`src/rtl/move_validator.sv`:
```
// -----------------------------------------------------------------------------
// move_validator
//
// Purpose:
//   Accepts or refuses piece drops into a column-stacking game board (Connect-4
//   style). It keeps a height counter per column and a turn bit. It reports
//   each accepted drop (column, landing row, player) or each refused request
//   with a one-cycle registered pulse.
//
// Ports:
//   clk            in   single clock, rising edge
//   reset          in   synchronous, active-low reset
//   enter_input    in   drop request level; only a 0->1 transition is an event
//   column_select  in   [COLS] one-hot column request, sampled at the event edge
//   clear_board    in   synchronous board clear, wins over a simultaneous event
//   move_valid     out  one-cycle pulse, drop accepted
//   move_reject    out  one-cycle pulse, request refused
//   move_col       out  [CW] column index of the last accepted drop
//   move_row       out  [RW] landing row of the last accepted drop (0 = bottom)
//   move_player    out  player who made the last accepted drop
//   player         out  player whose turn it is now
//   column_full    out  [COLS] bit i set when column i holds ROWS pieces
//   board_full     out  all columns full
// -----------------------------------------------------------------------------
module move_validator #(
    parameter int COLS = 7,
    parameter int ROWS = 6,
    localparam int CW  = $clog2(COLS),
    localparam int RW  = $clog2(ROWS),
    localparam int HW  = $clog2(ROWS + 1)
) (
    input  logic            clk,
    input  logic            reset,
    input  logic            enter_input,
    input  logic [COLS-1:0] column_select,
    input  logic            clear_board,
    output logic            move_valid,
    output logic            move_reject,
    output logic [CW-1:0]   move_col,
    output logic [RW-1:0]   move_row,
    output logic            move_player,
    output logic            player,
    output logic [COLS-1:0] column_full,
    output logic            board_full
);

    localparam logic [HW-1:0] ROWS_H = HW'(ROWS);

    // State registers
    logic [HW-1:0] height_q [COLS];
    logic [HW-1:0] height_d [COLS];
    logic          player_q,      player_d;
    logic          enter_prev_q,  enter_prev_d;
    logic          move_valid_q,  move_valid_d;
    logic          move_reject_q, move_reject_d;
    logic [CW-1:0] move_col_q,    move_col_d;
    logic [RW-1:0] move_row_q,    move_row_d;
    logic          move_player_q, move_player_d;

    // Request decode
    logic          req_event;
    logic          sel_onehot;
    logic [CW-1:0] sel_idx;
    logic [HW-1:0] sel_height;
    logic          req_legal;

    always_comb begin
        // x & (x-1) clears the lowest set bit; zero result means at most one bit set
        sel_onehot = (|column_select) &&
                     ((column_select & (column_select - COLS'(1))) == '0);
        sel_idx    = '0;
        sel_height = '0;
        // OR-merge of heights is only meaningful when the select is one-hot,
        // which req_legal requires anyway
        for (int i = 0; i < COLS; i++) begin
            if (column_select[i]) begin
                sel_idx    = CW'(i);
                sel_height = sel_height | height_q[i];
            end
        end
        req_event = enter_input & ~enter_prev_q;
        req_legal = sel_onehot && (sel_height < ROWS_H);
    end

    // Next-state logic
    always_comb begin
        for (int i = 0; i < COLS; i++) begin
            height_d[i] = height_q[i];
        end
        player_d      = player_q;
        enter_prev_d  = enter_input;
        move_valid_d  = 1'b0;
        move_reject_d = 1'b0;
        move_col_d    = move_col_q;
        move_row_d    = move_row_q;
        move_player_d = move_player_q;

        if (clear_board) begin
            // A simultaneous request is discarded; enter_prev still tracks input
            for (int i = 0; i < COLS; i++) begin
                height_d[i] = '0;
            end
            player_d = 1'b0;
        end else if (req_event) begin
            if (req_legal) begin
                move_valid_d  = 1'b1;
                move_col_d    = sel_idx;
                move_row_d    = RW'(sel_height);
                move_player_d = player_q;
                player_d      = ~player_q;
                for (int i = 0; i < COLS; i++) begin
                    // Saturating increment: a full column never wraps
                    if (column_select[i] && (height_q[i] != ROWS_H)) begin
                        height_d[i] = height_q[i] + HW'(1);
                    end
                end
            end else begin
                move_reject_d = 1'b1;
            end
        end
    end

    always_ff @(posedge clk) begin
        if (!reset) begin
            for (int i = 0; i < COLS; i++) begin
                height_q[i] <= '0;
            end
            player_q      <= 1'b0;
            // Loading 1 masks an enter held high through reset release
            enter_prev_q  <= 1'b1;
            move_valid_q  <= 1'b0;
            move_reject_q <= 1'b0;
            move_col_q    <= '0;
            move_row_q    <= '0;
            move_player_q <= 1'b0;
        end else begin
            for (int i = 0; i < COLS; i++) begin
                height_q[i] <= height_d[i];
            end
            player_q      <= player_d;
            enter_prev_q  <= enter_prev_d;
            move_valid_q  <= move_valid_d;
            move_reject_q <= move_reject_d;
            move_col_q    <= move_col_d;
            move_row_q    <= move_row_d;
            move_player_q <= move_player_d;
        end
    end

    // Fullness flags come straight from the counters so they rise together
    // with the move_valid pulse of the filling drop
    generate
        for (genvar gi = 0; gi < COLS; gi++) begin : g_full
            assign column_full[gi] = (height_q[gi] == ROWS_H);
        end
    endgenerate

    assign board_full  = &column_full;
    assign move_valid  = move_valid_q;
    assign move_reject = move_reject_q;
    assign move_col    = move_col_q;
    assign move_row    = move_row_q;
    assign move_player = move_player_q;
    assign player      = player_q;

endmodule

```
`config.mk`:
```
export PLATFORM = sky130hd
export DESIGN_NAME = move_validator
export DESIGN_NICKNAME = d
export VERILOG_FILES = /design/src/rtl/move_validator.sv
export SDC_FILE = /design/constraint.sdc
export NUM_CORES = 1
export LEC_CHECK = 0
export ABC_CLOCK_PERIOD_IN_PS = 3950
export BUFFER_PORTS_ARGS = -buffer_cell sky130_fd_sc_hd__buf_4
export CAP_MARGIN = 5
export CORE_ASPECT_RATIO = 1.4
export CORE_MARGIN = 4
export CORE_UTILIZATION = 55
export DETAILED_ROUTE_END_ITERATION = 7
export GPL_TIMING_DRIVEN = 0
export PLACE_DENSITY = 0.85
export SYNTH_ARGS = -nofsm -noshare
export SYNTH_HDL_FRONTEND = slang
export SYNTH_SLANG_ARGS = --single-unit
```
`constraint.sdc`:
```
create_clock -name clk -period 3.95 [get_ports clk]
set_input_delay 0.79 -clock clk [delete_from_list [all_inputs] [get_ports clk]]
set_output_delay 0.79 -clock clk [all_outputs]
set_load 0.02 [all_outputs]
```
==> qor.txt, run 1 <==
area leader, netlist - dfxtp_1
worst path required time - 4.17 ns
cell with the most instances after synthesis - nand2_1
syn avg cell area - 8.44 um^2
final setup fails - 0
share of cells above drive strength 1 - 0.175
min Tclk post-route - 2.62 ns
# resized after CTS - 0
final hold vios - 0
clock transition at the registers of the reported paths - 0.06 ns
final core utilization - 0.672
Synth Register Bits - 32
R2R depth - 5
top layer reached by signal wires - met4
WS Path Type - primary input to flip-flop
initial DRC count - 126
Layout Skew - 0.00567 ns
Reg2Reg Setup Slack - 1.68 ns
first-pass GRT wire length - 9220 um
Yosys warnings - 0
Final Max Tran Viols - 0
critical path fanouts, max - 10
Post-layout nets - 304
Area growth syn-to-layout - 18.0%
max cap viols - 0
worst setup margin - 1.33 ns
Netlist cell types - 50
dpl hpwl - 4160 um
Chip Width - 59.9 um
Synth top area share - 0.309
maximum vdd ir drop - 288 uV
largest net degree at the start of global routing - 11
RD Place Congestion - 0.962
fin crit share - 0.664
number of synthesized flops with an enable pin - 0
hold_sp - move_col[2]$_SDFFE_PN0P_
cell count after synthesis - 246
post-CTS setup buffer count - 0
DIE HEIGHT - 80.7 um
TritonCTS Buffers - 5
Routed WL per cell - 17.5 um
DIE AREA - 4830 um^2
Post-synth top cells - nand2_1, dfxtp_1, mux2i_1
RR Startpoint - height_q[0][4]$_SDFFE_PP0P_
CP Data Arrival Time - 2.84 ns
routed wl met3 - 381 um
Core Box Area - 3640 um^2
FFs w/ async S/R, synth - 0
root buffer cell - clkbuf_8
antenna violations before repair - 0
worst slack at placement - 1.08 ns
Max Fclk - 381 MHz
gr ovfl total - 0
max_slew headroom - 0.376
total routed wirelength - 5620 um
I/O pin cnt - 29
CTS tree - done
Syn Nets - 271
hold endpoint - move_col[2]$_SDFFE_PN0P_
sequential fraction of the synthesis area - 0.309
Worst Setup End Kind - flip-flop
Rows - 26
clk_lat worst skew - 0.29 ns
number of global-route vias before repair - 2005
Metal-1 WL - 2160 um
# port buffers - 26
antenna cells - 0
HP Class - flip-flop to flip-flop
DR vias - 2016
met2 WL - 2770 um
Synth area leaders - dfxtp_1, mux2i_1, nand2_1
Fin Setup TNS - 0 ns
CP startpoint kind - primary input
total power - 0.739 mW
CTS max path bufs - 2
RSZ-0062 raised after global routing - false
Synth Cell Area - 2080 um^2
Post-CTS Hold Buffers - 0
Final ANT Viol Nets - 0
Most used DFF post-synth - dfxtp_1
H-tree level count - 2
first-pass detailed-route iteration total - 4
# fillers - 322
outcome - complete, no violations
clk sinks - 32
Tot GR Track Use - 0.257
Hold Path Depth - 2
DRC - 0
worst slew pin tran - 0.929 ns
vias per cell - 6.26
P_leak - 1.07 nW
initial cell density of the core - 0.570
R2R Path End - player$_SDFFE_PP0P_
P per Cell Area - 301 nW/um^2
[metal layers]
layer	global-route usage	up-vias
li1	-	954
met1	0.278	959
met3	0.0627	24
met4	0.177	0
met2	0.424	79
met5	0	-
[registers in the layout (all words and copies together), names as in the netlist]
signal / cells
move_valid: 1
move_player: 1
move_row: 3
height_q: 21
player: 1
enter_prev_q: 1
move_reject: 1
move_col: 3
[power by group]
group	switching (mW)	internal [mW]	total (mW)
clock	0.123	0.222	0.346
combinational	0.0452	0.0228	0.0680
sequential	0.000856	0.324	0.325
total	0.169	0.569	0.739
[per-stage QoR]
stage | hold WS (ns) | instances | cell area (um^2)
6_report | 0.462 | 322 | 2450
5_1_grt | 0.497 | 322 | 2450
4_1_cts | 0.468 | 322 | 2450
3_5_place_dp | 0.460 | 314 | 2320
3_3_place_gp | 0.445 | 314 | 2320
2_1_floorplan | 0.465 | 246 | 2080
[cells by family (layout without fill, tap and decap cells)]
group	count (synthesis)	count (layout)	share of synthesized area
adder cells (fa/ha/maj)	14	14	0.0844
XOR/XNOR	1	1	0.00422
flip-flops	32	32	0.309
multiplexers	18	18	0.0868
AO/OA/AOI/OAI	45	45	0.169
AND/OR/NAND/NOR	105	105	0.280
buffers and inverters	31	65	0.0675
[cell usage in the layout, fill, tap and decap left out, drive strengths merged, types with 2 or more instances in the layout]
master and count:
o21ai 5, nor2b 2, o31ai 2, a22oi 4, nor4b 2, nand2 48
a31oi 3, nor2 7, dfxtp 32, mux2i 18, nand3 5, a21oi 5
a211oi 8, a222oi 3, clkbuf 17, nor3b 2, nand2b 8, nor3 6
nand4b 2, inv 16, nor4 2, and4 3, and3 3, a41o 2
nand4 4, ha 14, and2 4, buf 31, or4 3, a41oi 4
[area by class of cell]
class                           instances  area (um^2)  share of cell area
Buffer                                 15         80.1              0.0327
Clock buffer                            7         96.3              0.0393
Clock inverter                          1         30.0              0.0123
Inverter                               16         60.1              0.0245
Multi-Input combinational cell        183         1290               0.529
Sequential cell                        32          641               0.261
Tap cell                               42         52.6              0.0215
Timing Repair Buffer                   26          195              0.0797
[how the worst max path moves through the flow]
stage,startpoint,end,slack (ns),cells past startpoint
6_report,column_select[4],player$_SDFFE_PP0P_,1.33,7
2_1_floorplan,column_select[1],move_col[2]$_SDFFE_PN0P_,1.52,7
4_1_cts,column_select[4],player$_SDFFE_PP0P_,1.37,7
5_1_grt,column_select[4],height_q[0][5]$_SDFFE_PP0P_,1.14,7
3_5_place_dp,column_select[4],height_q[1][8]$_SDFFE_PP0P_,1.08,7
3_3_place_gp,column_select[4],player$_SDFFE_PP0P_,1.08,7
[worst max-delay path: stages]
cell      delay (ns)
buf_4           0.12
clkbuf_1        0.21
a22oi_1         0.33
and4_4          0.30
o21ai_4         0.10
nor3_1          0.72
mux2i_1         0.26
Note: power is estimated with default switching activity, not from simulation.
==> inputs of run 2 (changes only) <==
ABC_CLOCK_PERIOD_IN_PS = 2300   (was 3950)
CORE_UTILIZATION = 52   (was 55)
PLACE_DENSITY = 0.84   (was 0.85)
clock period = 2.3 ns   (was 3.95 ns; I/O delays follow)
==> run 2 against run 1 <==
Global-route usage fell by 2.1 points. Sequential power rose by 72%. Worst hold slack got worse by 0.084 ns. Cell area rose by 1.0%. Worst setup slack got worse by 1.2 ns. Sequential share of layout area fell by 0.26 points. Final cell count rose by 1.2%. Critical path depth rose by 1. Register-to-register slack got worse by 1.5 ns. Clock-buffer cell count fell by 1. Non-clock buffer count rose by 4. Critical path type unchanged. Largest cell class unchanged.
==> qor.txt, run 2 (synthesis results as in run 1) <==
Core Box Area - 3740 um^2
Max Fclk - 463 MHz
worst path required time - 2.51 ns
Psw - 0.290 mW
Pint - 0.917 mW
DIE HEIGHT - 82.8 um
leading cell type in the layout, fill and taps excluded - nand2_1
Final ANT Viol Nets - 0
Seq pwr share - 0.462
initial cell density of the core - 0.555
Hold Path Depth - 2
critical path fanouts, max - 10
clk sinks - 32
root buffer cell - clkbuf_8
Comb pwr share - 0.098
Rows - 26
largest reg by FF count - height_q
Fin Setup TNS - 0 ns
min Tclk post-route - 2.16 ns
CTS tree - done
# fillers - 329
Area growth syn-to-layout - 19.2%
Largest register FFs - 21
first-pass detailed-route iteration total - 5
total power - 1.21 mW
maximum vdd ir drop - 519 uV
Routed WL per cell - 16.9 um
total routed wirelength - 5510 um
P_leak - 1.09 nW
CTS max path bufs - 2
fin crit share - 0.938
dpl cell area - 2320 um^2
most frequent cells in the layout - nand2_1, buf_4, dfxtp_1
outcome - complete, no violations
share of cells above drive strength 1 - 0.190
Chip Width - 61.4 um
DRC - 0
HP Class - primary input to flip-flop
clk_lat worst skew - 0.29 ns
max_slew headroom - 0.586
final core utilization - 0.662
Final Max Tran Viols - 0
first-pass GRT wire length - 8800 um
Post-layout nets - 308
I/O pin cnt - 29
Tot GR Track Use - 0.236
Worst Setup End Kind - flip-flop
clock power share - 0.440
worst slew pin tran - 0.621 ns
clock transition at the registers of the reported paths - 0.07 ns
WS Path Type - primary input to flip-flop
RSZ-0062 raised after global routing - false
largest net degree at the start of global routing - 11
RD Place Congestion - 0.937
max cap viols - 0
Sw Share - 0.240
# port buffers - 26
number of global-route vias before repair - 1882
final setup fails - 0
R2R depth - 5
DIE AREA - 5080 um^2
Layout Skew - 0.00490 ns
dpl hpwl - 4140 um
vias per cell - 6.12
gr ovfl total - 0
H-tree level count - 2
initial DRC count - 112
DR vias - 1995
antenna cells - 0
P per Cell Area - 488 nW/um^2
final hold vios - 0
antenna violations before repair - 0
final std cells w/o fill - 326
final cell area excluding filler cells - 2470 um^2
TritonCTS Buffers - 5
CP Data Arrival Time - 2.36 ns
dpl cells - 314
CP startpoint kind - primary input
## run 2: changes by cell type in the layout (fill, tap and decap cells not counted)
cell / previous run / this run
a21oi_2: 1 / 0
a21oi_4: 0 / 1
buf_4: 28 / 32
clkbuf_2: 0 / 1
clkbuf_8: 7 / 5
clkinv_2: 0 / 1
nor3_1: 6 / 5
nor3_2: 0 / 1
## run 2: repair_timing
action / in CTS / in global routing
endpoints found under the setup margin: 0 / 8
hold buffers: 0 / 0
resized for setup: 0 / 4
setup buffers: 0 / 4
hold endpoints to repair: 0 / 0
## run 2: area by class of cell
cell class | count | area [um^2] | share of cell area
buffer | 15 | 81.3 | 0.0329
clock buffer | 6 | 72.6 | 0.0293
clock inverter | 2 | 35.0 | 0.0142
inverter | 16 | 60.1 | 0.0243
multi-input combinational | 183 | 1310 | 0.528
sequential | 32 | 641 | 0.259
tap | 42 | 52.6 | 0.0212
timing repair buffer | 30 | 225 | 0.0910
## run 2: power by group through the flow
| stage | sequential, mW | combinational [mW] | clock, mW |
|---|---|---|---|
| 2_1_floorplan | 0.571 | 0.0733 | 0 |
| 3_3_place_gp | 0.570 | 0.112 | 0 |
| 3_5_place_dp | 0.570 | 0.114 | 0 |
| 4_1_cts | 0.558 | 0.115 | 0.539 |
| 5_1_grt | 0.558 | 0.128 | 0.565 |
| 6_report | 0.558 | 0.118 | 0.531 |
## run 2: worst max-delay path, cell delays in order
cell and delay [ns]:
buf_4 0.12, buf_4 0.18, nor4b_2 0.25, a211oi_1 0.10, o211ai_1 0.30, clkbuf_1 0.47
nand3_1 0.24, o21ai_0 0.25
## run 2: worst paths after layout
path                                from                          end  slack, ns
max                     column_select[3]  height_q[1][5]$_SDFFE_PP0P_       0.14
min                          enter_input      enter_prev_q$_SDFF_PN1_       0.38
min reg2reg     move_row[2]$_SDFFE_PN0P_     move_row[2]$_SDFFE_PN0P_       0.46
max reg2reg  height_q[0][4]$_SDFFE_PP0P_  height_q[0][7]$_SDFFE_PP0P_       0.17
## run 2: metrics by stage
step	hold slack [ns]	setup WS, ns
2_1_floorplan	0.465	0.197
3_3_place_gp	0.446	-0.210
3_5_place_dp	0.453	-0.239
4_1_cts	0.372	0.0107
5_1_grt	0.387	0.00687
6_report	0.378	0.142
## run 2: layer usage
layer  track usage  share of wire  wire length (um)
met1         0.261           0.37              2020
met2         0.408           0.51              2800
met3        0.0560          0.077               424
met4         0.123          0.046               255
met5             0              0                 0
==> inputs of run 3 (changes only) <==
ABC_CLOCK_PERIOD_IN_PS = 2050   (was 2300)
CORE_ASPECT_RATIO = 0.6   (was 1.4)
CORE_UTILIZATION = 55   (was 52)
PLACE_DENSITY = 0.85   (was 0.84)
clock period = 2.05 ns   (was 2.3 ns; I/O delays follow)
==> run 3 against run 2 <==
Clock skew fell by 0.00082 ns. Critical path type is now flip-flop to flip-flop. Register-to-register slack got worse by 0.14 ns. Combinational power rose by 33%. Sequential share of layout area fell by 0.86 points. Largest cell class unchanged. Power rose by 3.1%. Wire length rose by 9.6%. Utilization rose by 8.6 points. Die area fell by 4.5%.
==> qor.txt, run 3 (synthesis results as in run 1) <==
vias per cell - 6.33
most frequent cells in the layout - nand2_1, buf_4, dfxtp_1
final std cells w/o fill - 334
CTS tree - done
total routed wirelength - 6040 um
total power - 1.24 mW
TritonCTS Buffers - 5
WS Path Type - flip-flop to flip-flop
Chip Width - 87.3 um
Layout Skew - 0.00408 ns
area of the multi-input gates - 1370 um^2
Tot GR Track Use - 0.246
largest net degree at the start of global routing - 11
CP Data Arrival Time - 2.23 ns
max cap viols - 0
dpl cell area - 2330 um^2
# fillers - 252
number of global-route vias before repair - 1961
root buffer cell - clkbuf_8
DIE HEIGHT - 55.6 um
max_slew headroom - 0.593
P_leak - 1.11 nW
Fin Setup TNS - 0 ns
Final ANT Viol Nets - 0
initial cell density of the core - 0.603
final setup fails - 0
leading cell type in the layout, fill and taps excluded - nand2_1
antenna violations before repair - 0
Largest register FFs - 21
antenna cells - 0
final hold vios - 0
Post-CTS Hold Buffers - 0
Routed WL per cell - 18.1 um
first-pass GRT wire length - 9440 um
P per Cell Area - 483 nW/um^2
fin crit share - 0.988
Final Max Tran Viols - 0
initial DRC count - 195
share of cells above drive strength 1 - 0.260
Hold Slack - 0.326 ns
Rows - 16
DIE AREA - 4850 um^2
worst path required time - 2.25 ns
RD Place Congestion - 0.995
final cell area excluding filler cells - 2570 um^2
first-pass detailed-route iteration total - 7
Worst Setup End Kind - flip-flop
clk_lat worst skew - 0.29 ns
dpl hpwl - 4200 um
min Tclk post-route - 2.02 ns
worst slew pin tran - 0.607 ns
RSZ-0062 raised after global routing - true
Post-layout nets - 314
Core Box Area - 3440 um^2
I/O pin cnt - 29
H-tree level count - 2
CTS max path bufs - 2
DRC - 0
Area growth syn-to-layout - 24.1%
DR vias - 2113
outcome - complete, no violations
clk sinks - 32
critical path fanouts, max - 10
CP startpoint kind - flip-flop
dpl cells - 317
clock transition at the registers of the reported paths - 0.07 ns
largest reg by FF count - height_q
Max Fclk - 494 MHz
maximum vdd ir drop - 373 uV
HP Class - primary input to flip-flop
Sequential Area - 644 um^2
gr ovfl total - 0
# port buffers - 26
run 3: power by group:
group | internal (mW) | leakage (nW) | switching, mW | total (mW)
sequential | 0.624 | 0.260 | 0.00155 | 0.626
combinational | 0.0573 | 0.812 | 0.0997 | 0.157
clock | 0.231 | 0.0410 | 0.232 | 0.462
run 3: cell type report:
cell class | count | area share
clock buffers | 6 | 0.0282
plain buffers | 14 | 0.0292
clock inverters | 1 | 0.00194
flip-flops and latches | 32 | 0.250
inverters | 16 | 0.0233
repair buffers | 37 | 0.113
well taps | 45 | 0.0219
multi-input cells | 183 | 0.533
run 3: per-stage QoR:
stage | setup WS [ns] | utilization
floorplan | 0.000806 | -
global placement | -0.486 | 0.676
detailed placement | -0.519 | 0.676
CTS | 0.00681 | 0.717
global route | -0.0586 | 0.748
finish | 0.0251 | 0.748
run 3: layer usage:
| layer | up-vias | GRT usage | part of all wire |
|---|---|---|---|
| met4 | 0 | 0.0897 | 0.026 |
| met2 | 129 | 0.361 | 0.44 |
| met3 | 24 | 0.0651 | 0.10 |
| li1 | 978 | - | - |
| met1 | 982 | 0.345 | 0.43 |
| met5 | - | 0 | 0 |
run 3: worst max-delay path, cell delays in order, from the launching register on:
cell	delay (ns)
dfxtp_2	0.34
a222oi_1	0.34
buf_4	0.18
nand4_1	0.18
buf_4	0.22
a21oi_4	0.16
buf_12	0.14
a41oi_1	0.14
a211oi_2	0.23
run 3: worst paths after layout:
kind                                             startpoint                           to  slack (ns)  depth (start not counted)
worst max-delay path            height_q[0][4]$_SDFFE_PP0P_  height_q[1][8]$_SDFFE_PP0P_        0.03                          8
worst max register to register  height_q[0][4]$_SDFFE_PP0P_  height_q[1][8]$_SDFFE_PP0P_        0.03                          8
worst min register to register     move_col[1]$_SDFFE_PN0P_     move_col[1]$_SDFFE_PN0P_        0.47                          2
worst min-delay path                            enter_input      enter_prev_q$_SDFF_PN1_        0.33                          2
run 3: timing repair:
item,in CTS,in global routing
gates resized for setup,5,19
endpoints found under the hold margin,0,0
pin swaps,3,6
endpoints found under the setup margin,20,27
cloned,0,0
buffers inserted,6,5
